$ cat config.mk
export PLATFORM = sky130hd
export DESIGN_NAME = piso_frame_tx
export DESIGN_NICKNAME = d
export VERILOG_FILES = /design/src/rtl/piso_frame_tx.sv
export SDC_FILE = /design/constraint.sdc
export NUM_CORES = 1
export LEC_CHECK = 0
export CAP_MARGIN = 20
export CORE_MARGIN = 4
export CORE_UTILIZATION = 50
export CTS_CLUSTER_SIZE = 30
export DETAILED_ROUTE_END_ITERATION = 10
export PLACE_DENSITY = 0.74
export SYNTH_ARGS = -nofsm -noshare
export SYNTH_HDL_FRONTEND = slang
export SYNTH_SLANG_ARGS = --single-unit
$ cat constraint.sdc
create_clock -name i_clk -period 3.05 [get_ports i_clk]
set_input_delay 0.915 -clock i_clk [delete_from_list [all_inputs] [get_ports i_clk]]
set_output_delay 0.915 -clock i_clk [all_outputs]
set_load 0.005 [all_outputs]
$ cat src/rtl/piso_frame_tx.sv
// piso_frame_tx: framed parallel-in serial-out transmitter with a one-word holding buffer.
// Frame on o_serial_out: start(0), data bits, optional even parity, stop(1); each bit held BIT_CYCLES clocks.
module piso_frame_tx #(
    parameter int MSB        = 8,
    parameter bit LSB_FIRST  = 1'b0,
    parameter bit PARITY_EN  = 1'b0,
    parameter int BIT_CYCLES = 1
) (
    input  logic           i_clk,
    input  logic           i_reset,
    input  logic [MSB-1:0] i_data_in,
    input  logic           i_in_valid,
    output logic           o_in_ready,
    output logic           o_serial_out,
    output logic           o_busy,
    output logic           o_tx_done
);
    localparam int BW = $clog2(MSB);
    localparam logic [2:0] IDLE   = 3'd0;
    localparam logic [2:0] START  = 3'd1;
    localparam logic [2:0] DATA   = 3'd2;
    localparam logic [2:0] PARITY = 3'd3;
    localparam logic [2:0] STOP   = 3'd4;

    logic [2:0]     r_state, w_state_nxt;
    logic [MSB-1:0] r_shift, w_shift_nxt;
    logic [MSB-1:0] r_buf, w_load_word;
    logic           r_buf_full;
    logic [BW-1:0]  r_bit_cnt, w_bit_nxt, w_idx;
    logic [7:0]     r_cyc_cnt, w_cyc_nxt;
    logic           r_serial, r_busy, r_tx_done;
    logic           w_last_cyc, w_stop_end, w_free, w_accept, w_load;
    logic           w_bit_val, w_ser_nxt;

    assign o_in_ready   = !r_buf_full;
    assign o_serial_out = r_serial;
    assign o_busy       = r_busy;
    assign o_tx_done    = r_tx_done;

    assign w_last_cyc  = r_cyc_cnt == 8'(BIT_CYCLES - 1);
    assign w_stop_end  = (r_state == STOP) && w_last_cyc;
    assign w_free      = (r_state == IDLE) || (w_stop_end && !r_buf_full);
    assign w_accept    = i_in_valid && o_in_ready;
    assign w_load      = (w_accept && w_free) || (w_stop_end && r_buf_full);
    assign w_load_word = r_buf_full ? r_buf : i_data_in;

    // The line is registered from the next state, so it always matches r_state.
    assign w_idx     = LSB_FIRST ? w_bit_nxt : BW'(MSB - 1) - w_bit_nxt;
    assign w_bit_val = w_shift_nxt[w_idx];
    assign w_ser_nxt = (w_state_nxt == START)  ? 1'b0 :
                       (w_state_nxt == DATA)   ? w_bit_val :
                       (w_state_nxt == PARITY) ? ^w_shift_nxt : 1'b1;

    always_comb begin
        w_state_nxt = r_state;
        w_shift_nxt = r_shift;
        w_bit_nxt   = r_bit_cnt;
        w_cyc_nxt   = (r_state == IDLE || w_last_cyc) ? '0 : r_cyc_cnt + 8'd1;
        case (r_state)
            IDLE: begin
                w_state_nxt = w_load ? START : IDLE;
                w_shift_nxt = w_load ? w_load_word : r_shift;
            end
            START: begin
                w_state_nxt = w_last_cyc ? DATA : START;
                w_bit_nxt   = w_last_cyc ? '0 : r_bit_cnt;
            end
            DATA: begin
                w_state_nxt = !w_last_cyc ? DATA :
                              (r_bit_cnt != BW'(MSB - 1)) ? DATA :
                              PARITY_EN ? PARITY : STOP;
                w_bit_nxt   = w_last_cyc ? r_bit_cnt + 1'b1 : r_bit_cnt;
            end
            PARITY: w_state_nxt = w_last_cyc ? STOP : PARITY;
            STOP: begin
                w_state_nxt = !w_last_cyc ? STOP : w_load ? START : IDLE;
                w_shift_nxt = (w_last_cyc && w_load) ? w_load_word : r_shift;
            end
            default: w_state_nxt = IDLE;
        endcase
    end

    always_ff @(posedge i_clk) begin
        if (i_reset) begin
            r_state    <= IDLE;
            r_shift    <= '0;
            r_buf      <= '0;
            r_buf_full <= 1'b0;
            r_bit_cnt  <= '0;
            r_cyc_cnt  <= '0;
            r_serial   <= 1'b1;
            r_busy     <= 1'b0;
            r_tx_done  <= 1'b0;
        end else begin
            r_state   <= w_state_nxt;
            r_shift   <= w_shift_nxt;
            r_bit_cnt <= w_bit_nxt;
            r_cyc_cnt <= w_cyc_nxt;
            r_serial  <= w_ser_nxt;
            r_busy    <= w_state_nxt != IDLE;
            r_tx_done <= w_stop_end;
            if (w_accept && !w_free) begin
                r_buf      <= i_data_in;
                r_buf_full <= 1'b1;
            end else if (w_stop_end && r_buf_full) begin
                r_buf_full <= 1'b0;
            end
        end
    end
endmodule

==> flow_metrics.tcl <==
set metrics [dict create \
    cp_slowest_cell "or4b_4" \
    cts_buffers 5 \
    grtUsageMet1_pct 21.0 \
    max-vdd-ir-drop_uv 321 \
    wirelength_um 3200 \
    clockBufferDepth 2 \
    tritoncts "done" \
    antenna_found_initial 0 \
    setup_viol 0 \
    final-hold-violation-count 0 \
    grt_busiest_layer "met2" \
    syn_area_per_cell_um2 9.35 \
    num_vias 1307 \
    grt-ovfl-total 0 \
    slew_violations 0 \
    synth_cells 177 \
    slew_headroom_pct 65.7 \
    coreArea_um2 3100 \
    synthFlopType "dfxtp_1" \
    areaGrowthSynthToFinish_pct 22.0 \
    start_util_pct 53.3 \
    ys_seq_area_share_pct 41.1 \
    synth_edf_count 0 \
    critPathMaxFanout 5 \
    clock-sinks 34 \
    grt_pass1_vias 1262 \
    period_minus_slack_ps 2810 \
    grt_max_degree 25 \
    cellLeakagePower_nw 0.805 \
    place_inst 237 \
    outcome "completed" \
    ys_ff_latch 34 \
    use_met2_pct 25.8 \
    met3_usage_pct 5.98 \
    grt_use_total_pct 16.5 \
    viasPerCell 5.27 \
    reg2reg_to "o_serial_out" \
    min_path_type "reg2reg" \
    fin_nets 219 \
    htreeDepth 2 \
    stdcell_count 248 \
    drt_iter0_markers 139 \
    n_antenna_cell 0 \
    clk_latency_ps 330 \
    worstRegToRegCells 12 \
    worstPathArrival_ps 3050 \
    crit_path_start_kind "flop" \
    dp_hpwl_um 2250 \
    drcViolationCount 0 \
    powerDensity_nw_per_um2 518 \
    reg2reg_from "r_cyc_cnt[0]" \
    yosysUniqueCellTypes 37 \
    final_layout_size_suffix_gt1_share_pct 19.1 \
    cp_slowest_stage_delay_ps 480 \
    cap_violations 0 \
    syn_nets 193 \
    die_area_um2 4290 \
    grt_pass1_wl_um 5480 \
    clock_skew_ps 5.67 \
    maxClockFrequency_mhz 356 \
    crit_chain "inv_1 > ha_1 > or4b_4 > nor2_4 > inv_2 > a221oi_4 > buf_6 > mux2i_1 > xnor2_1 > xnor2_1 > xnor2_1 > o211a_1" \
    cpMostUsedCell "xnor2_1" \
    first_pass_iters 4 \
    tightest_slew_ps 512 \
    detail_route.wl_per_cell_um 12.9 \
    cp.required_ps 3290 \
    setup_tns_ps 0 \
    async_flop_share_pct 0 \
    hold_buffers 0 \
    gp_congestion 0.837 \
    syn_area_um2 1650 \
    die_w_um 65.5 \
    ys_warn_count 0 \
    holdPathStages 1 \
    cts.clk_slew.worst_paths_ps 100 \
    critPathKind "reg2reg" \
    ant_nets 0 \
    io_buffers 14 \
    ff2ff_setup_slack_ps 240 \
    rows 20 \
    end_kind "flop" \
    die_h_um 65.5 \
    min_from "r_cyc_cnt[0]" \
    ios 15 \
    period_share_pct 92.1 \
    clock-root-buffer "clkbuf_4" \
    hold_end "r_cyc_cnt[0]" \
    rsz0062_at_grt "false" \
]
[where the power goes]
part           total [mW]  internal [mW]  switching [mW]
registers           0.491          0.470          0.0216
clock network       0.303          0.157           0.145
logic               0.251          0.142           0.109
[cell usage in the layout (no fill, tap or decap), types with 5 or more instances in the layout]
cell	n
xor2_1	5
nand3_1	5
mux2i_1	16
nor2_1	32
nand2_1	7
clkbuf_4	5
dfxtp_1	34
clkdlybuf4s50_1	14
ha_1	5
buf_4	12
mux2_2	8
xnor2_1	8
inv_1	6
[worst max-delay path: cells and delay by family (launching register included)]
kind                     cells  cell delay (ps)
AO/OA/AOI/OAI                2              540
XOR/XNOR                     3              420
adder cells (fa/ha/maj)      1              150
buffers and inverters        3              330
flip-flops                   1              360
multiplexers                 1              310
AND/OR/NAND/NOR              2              600
[state kept, by name, indices dropped and copies added (netlist names)]
register      cells
r_buf_full        1
o_tx_done         1
o_serial_out      1
r_bit_cnt         3
r_shift           8
o_busy            1
r_buf             8
r_cyc_cnt         8
r_state           3
[cells by family after synthesis]
kind of cell	Yosys count	share of synthesized area, %
simple gates	61	17.5
flops	34	41.1
mux	28	17.5
compound gates	21	9.23
buf+inv	15	3.86
xor+xnor	13	6.88
fa+ha+maj	5	3.78
[final cells by class]
cell class                 instances  area [um2]
clock buffer                       8        78.8
fill                             274        1080
inverter                           7        26.3
multi-input combinational        128         936
sequential                        34         681
tap                               44        55.1
timing repair buffer              27         241
[how the worst max path moves through the flow]
stage                       startpoint      endpoint  slack [ps]  cells after the start
after floorplan           r_cyc_cnt[0]  o_serial_out         370                     12
after global placement      i_in_valid  o_serial_out          90                      9
after detailed placement    i_in_valid  o_serial_out          20                      9
after CTS                 r_cyc_cnt[0]  o_serial_out         160                     12
after global routing      r_cyc_cnt[0]  o_serial_out          60                     12
final                     r_cyc_cnt[0]  o_serial_out         240                     12
[cell usage after synthesis (all sizes together), types with 3 or more instances]
master   n  share of area (%)
a21oi    4                1.2
clkbuf   7                1.6
dfxtp   34                 41
ha       5                3.8
inv      7                1.6
mux2     8                5.4
mux2i   20                 12
nand2    7                1.6
nand3    5                1.5
nor2    33                7.9
o21ai    3               0.91
or3      4                1.5
xnor2    8                4.2
xor2     5                2.6
[metrics by stage]
step | total power [mW] | setup WS, ps | cell area [um2] | utilization, % | hold slack, ps
floorplan | 0.658 | 370 | 1650 | - | 437
global placement | 0.728 | 89.5 | 1890 | 60.8 | 451
detailed placement | 0.734 | 17.5 | 1890 | 60.8 | 479
CTS | 1.04 | 156 | 1970 | 63.3 | 503
global route | 1.11 | 63.7 | 2020 | 65.0 | 536
finish | 1.04 | 241 | 2020 | 65.0 | 499
[what timing repair did]
action,in CTS,in global routing
buffers inserted,0,2
endpoints found under the setup margin,0,1
gates resized for setup,0,7
[per-layer routing]
layer  wire (um)  up-vias  share of wire [%]
li1            -      659                  -
met1        1480      611                 46
met2        1530       34                 48
met3         171        3                5.3
met4          23        0               0.72
met5           0        -                  0
(Power assumes the default switching activity.)
==> edit 1 (config.mk and constraints unchanged) <==
Change the parameter `PARITY_EN` from 1'b0 to 1'b1.
--- a/src/rtl/piso_frame_tx.sv
+++ b/src/rtl/piso_frame_tx.sv
@@ -3,7 +3,7 @@
 module piso_frame_tx #(
     parameter int MSB        = 8,
     parameter bit LSB_FIRST  = 1'b0,
-    parameter bit PARITY_EN  = 1'b0,
+    parameter bit PARITY_EN  = 1'b1,
     parameter int BIT_CYCLES = 1
 ) (
     input  logic           i_clk,
Function: same outputs for any inputs over 10 cycles, from zero or initial values and one cycle with i_reset high; that may be too few to reach the edited logic, so the function may still have changed.
==> edit 1 against the unedited design <==
  * Total power is 1.1% lower
  * Final area is 0.62% lower
  * Clock power is 13% lower
  * Worst setup slack worse by 0.046 ns
  * Synthesized cell count is 6.2% higher
  * Cell count is 1.6% higher
  * Area after synthesis is 5.9% higher
  * Routed wire length is 3.4% higher
  * Count of clock-buffer cells in the layout is 2 lower
  * Sequential cell count stayed put
  * Critical endpoint unchanged
  * Largest cell class unchanged
  * Largest power group unchanged
==> edit 1: results (changes against the unedited design) <==
Distinct cells, synth = 39 (+5.4%)
most frequent cells after synthesis = dfxtp_1 (34), nor2_1 (34), mux2i_1 (13), xnor2_1 (9), mux2_2 (8)
Leakage Power = 0.7695 nW (-4.4%)
Max VDD drop = 0.2829 mV (-12%)
r2r startpoint = r_cyc_cnt[0]$_SDFF_PP0_
GPL Wtd Cong = 0.8970 (+7.2%)
Synth Area in Compound Gates = 0.09071 (-0.001570)
Hold Path Sink = r_cyc_cnt[0]$_SDFF_PP0_
mux cell area share after synthesis = 0.1807 (+0.005223)
vias per cell = 5.187 (-1.6%)
crit path DAT = 3.14 ns (+0.09 ns)
largest net degree at the start of global routing = 21 (-16%)
ranking of synthesized cells by area = dfxtp_1 (39%), mux2i_1 (7.4%), nor2_1 (7.3%), mux2i_2 (5.5%), mux2_2 (5.1%)
CTS Root Cell = clkbuf_4
First-pass DRT Iterations = 4 (unchanged)
Nets = 221 (+0.91%)
pre-CTS setup slack = 0.1779 ns (+0.1604 ns)
drt total wl = 3.311 mm (+3.4%)
adder-cell area share of the yosys netlist = 0.03571 (-0.002107)
Worst path slowest cell = or4b_4
status = finished, final reports clean
initial DRC count = 116 (-17%)
slew margin rel. = 0.6382 (-0.01854)
post-placement cell count = 244 (+3.0%)
share of layout cells above drive strength 1 = 0.1748 (-0.01642)
dpl cell area = 1942 um2 (+2.9%)
post-layout min period = 2.855 ns (+0.04593 ns)
worst-path fanout max = 6 (+1)
vias in the first global route = 1331 (+5.5%)
FF-to-FF End = o_serial_out$_SDFF_PP1_
hold slack = 0.4935 ns (-0.005759 ns)
syn avg cell area = 9.317 um2 (-0.30%)
Largest regs = r_buf x8, r_cyc_cnt x8, r_shift x8
total track usage = 0.1675 (+0.002558)
r2r setup slk = 0.20 ns (-0.05 ns)
Synth Warn # = 0 (unchanged)
Layout Cells excl Fill = 252 (+1.6%)
Worst path max stage delay = 0.51 ns (+0.03 ns)
register area share after synthesis = 0.3886 (-0.02293)
first-pass GRT wire length = 5.630 mm (+2.8%)
DPL Wire Length = 2.452 mm (+9.0%)
clk_skew = 0.01510 ns (+0.009428 ns)
Top FF cell, synth = dfxtp_1
R2R cell count = 14 (+2)
Syn Nets = 204 (+5.7%)
Synth Area in XOR/XNOR = 0.07429 (+0.005451)
edit 1: cell type report:
type	instances	area, um2
Clock buffer	6	51.30
Clock inverter	2	12.51
Fill cell	314	1358
Inverter	8	30.03
Multi-Input combinational cell	138	1003
Sequential cell	34	680.7
Tap cell	46	57.56
Timing Repair Buffer	18	170.2
edit 1: worst max path at each step:
stage                             from                       to  cells after the start
2_1_floorplan  r_cyc_cnt[0]$_SDFF_PP0_  o_serial_out$_SDFF_PP1_                     13
3_3_place_gp                i_in_valid  o_serial_out$_SDFF_PP1_                     10
3_5_place_dp                i_in_valid  o_serial_out$_SDFF_PP1_                     10
4_1_cts        r_cyc_cnt[0]$_SDFF_PP0_  o_serial_out$_SDFF_PP1_                     14
5_1_grt        r_cyc_cnt[0]$_SDFF_PP0_  o_serial_out$_SDFF_PP1_                     14
6_report       r_cyc_cnt[0]$_SDFF_PP0_  o_serial_out$_SDFF_PP1_                     14
edit 1: cells by family (layout without fill, tap and decap cells):
kind of cell / count (synthesis) / in the layout
mux: 28 / 28
xor+xnor: 14 / 14
flops: 34 / 34
compound gates: 22 / 22
simple gates: 69 / 69
fa+ha+maj: 5 / 5
buf+inv: 16 / 34
edit 1: worst max-delay path: cells and delay by family (launching register included):
| kind | cells | cell delay [ns] |
|---|---|---|
| adders and majority gates | 2 | 0.41 |
| and+or+nand+nor | 3 | 0.79 |
| buffers and inverters | 3 | 0.35 |
| AOI/OAI and AO/OA | 6 | 0.90 |
| DFF | 1 | 0.36 |
edit 1: metal layers:
| layer | GRT usage | routed length [um] |
|---|---|---|
| met1 | 0.1983 | 1557 |
| met2 | 0.2761 | 1604 |
| met3 | 0.05491 | 96 |
| met4 | 0.07342 | 53 |
| met5 | 0 | 0 |
edit 1: power breakdown:
group / switching (mW) / internal [mW] / total (mW)
clock network: 0.155 / 0.111 / 0.265
registers: 0.0253 / 0.475 / 0.500
logic: 0.122 / 0.145 / 0.268
==> edit 2 (same settings) <==
Without the edit above. Make the reset (`i_reset`) asynchronous in one clocked block.
--- a/src/rtl/piso_frame_tx.sv
+++ b/src/rtl/piso_frame_tx.sv
@@ -80,7 +80,7 @@
         endcase
     end
 
-    always_ff @(posedge i_clk) begin
+    always_ff @(posedge i_clk or posedge i_reset) begin
         if (i_reset) begin
             r_state    <= IDLE;
             r_shift    <= '0;
Behaviour: differs if i_reset is asserted again (counterexample within 4 cycles, from zero or initial values and one cycle with i_reset high); with i_reset held inactive, the same outputs for 10 cycles.
==> edit 2 against the unedited design <==
  * Final area up 9.2%
  * Cell count down 4.0%
  * Synthesized cell count down 10%
  * Sequential cell count unchanged
  * Routed wire length up 7.6%
  * Critical endpoint is now o_serial_out$_DFF_PP1_
  * The flow now finishes with violations (negative setup slack)
  * Non-clock buffer count up 4
  * Area after synthesis up 8.7%
  * Highest routed layer unchanged
  * Sequential share of layout area up 4.9 points
  * Critical path depth up 1
  * Worst setup slack worse by 0.44 ns
Power is not compared: it rests on default switching activity, and its combinational part moved more than twofold at a synthesized area within 25%.
==> edit 2: results (changes against the unedited design) <==
Layout Cells excl Fill = 238 (-4.0%)
GPL Wtd Cong = 0.7256 (-13%)
post-placement cell count = 226 (-4.6%)
Syn Nets = 175 (-9.3%)
share of layout cells above drive strength 1 = 0.3229 (+0.1317)
Setup violations, final = 1 (+1)
initial DRC count = 69 (-50%)
Worst-path clk slew = 0.10 ns (about the same)
status = finished with violations
hold slack = 0.5154 ns (+0.01614 ns)
Tightest Pin Transition = 0.4869 ns (-0.02494 ns)
DPL Wire Length = 2.466 mm (+9.7%)
vias in the first global route = 1343 (+6.4%)
crit path DAT = 3.53 ns (+0.48 ns)
Num CTS Buffers = 5 (unchanged)
crit-path leading delay family = simple AND/OR/NAND/NOR gates
largest net degree at the start of global routing = 35 (+40%)
r2r startpoint = r_cyc_cnt[1]$_DFF_PP0_
most frequent cells after synthesis = dfrtp_1 (33), mux2_2 (17), inv_1 (16), nor2_1 (11), mux2i_1 (10)
pre-CTS setup slack = -0.08158 ns (-0.09911 ns)
FF-to-FF End = o_serial_out$_DFF_PP1_
Nets = 207 (-5.5%)
register area share after synthesis = 0.4739 (+0.06241)
Async S/R FF share, synth = 1.000 (+1.000)
worst setup margin = -0.2036 ns (-0.4449 ns)
Synth Area in XOR/XNOR = 0.06333 (-0.005509)
Min-Delay Startpoint = r_buf[7]$_DFFE_PP0P_
mux cell area share after synthesis = 0.1621 (-0.01335)
R2R cell count = 13 (+1)
first-pass GRT wire length = 5.789 mm (+5.7%)
violated checks = negative setup slack
ranking of synthesized cells by area = dfrtp_1 (46%), mux2_2 (11%), mux2i_1 (5.6%), xnor2_1 (3.9%), ha_1 (3.5%)
Hold Path Sink = r_buf[7]$_DFFE_PP0P_
Synth Area in Compound Gates = 0.07864 (-0.01365)
worst-path fanout max = 3 (-2)
vias per cell = 5.340 (+1.3%)
adder-cell area share of the yosys netlist = 0.03479 (-0.003027)
total negative setup slack = -0.2036 ns (-0.2036 ns)
dpl cell area = 2038 um2 (+8.0%)
total track usage = 0.1716 (+0.006661)
drt total wl = 3.445 mm (+7.6%)
edit 2: how the worst max path moves through the flow:
stage	slack, ns	end	from	depth (start not counted)
2_1_floorplan	-0.14	o_serial_out$_DFF_PP1_	r_cyc_cnt[0]$_DFF_PP0_	13
3_3_place_gp	-0.008	o_serial_out$_DFF_PP1_	i_in_valid	10
3_5_place_dp	-0.08	o_serial_out$_DFF_PP1_	i_in_valid	10
4_1_cts	-0.09	o_serial_out$_DFF_PP1_	r_cyc_cnt[1]$_DFF_PP0_	15
5_1_grt	-0.40	o_serial_out$_DFF_PP1_	r_cyc_cnt[1]$_DFF_PP0_	13
6_report	-0.20	o_serial_out$_DFF_PP1_	r_cyc_cnt[1]$_DFF_PP0_	13
edit 2: area by class of cell:
cell class	instances	area, um2
Fill cell	252	1212
Inverter	17	63.81
Clock inverter	1	5.005
Timing Repair Buffer	31	275.3
Multi-Input combinational cell	102	894.6
Tap cell	46	57.56
Sequential cell	34	852.1
Clock buffer	7	55.05
edit 2: power by group through the flow:
stage          clock network [mW]  registers, mW  logic, mW
3_5_place_dp                    0          0.717      0.943
6_report                    0.258          0.722       1.07
3_3_place_gp                    0          0.704      0.901
5_1_grt                     0.283          0.746       1.18
4_1_cts                     0.266          0.709      0.963
2_1_floorplan                   0          0.665      0.754
edit 2: metal layers:
layer / track usage / vias up / share of wire
li1: - / 612 / -
met1: 0.2092 / 624 / 0.45
met2: 0.2828 / 30 / 0.49
met3: 0.05583 / 5 / 0.051
met4: 0.06203 / 0 / 0.014
met5: 0 / - / 0
edit 2: repair_timing:
item | CTS | global route
gates resized for setup | 1 | 15
cloned | 0 | 0
setup endpoints to repair | 1 | 1
buffers inserted | 2 | 2
pin swaps | 0 | 10
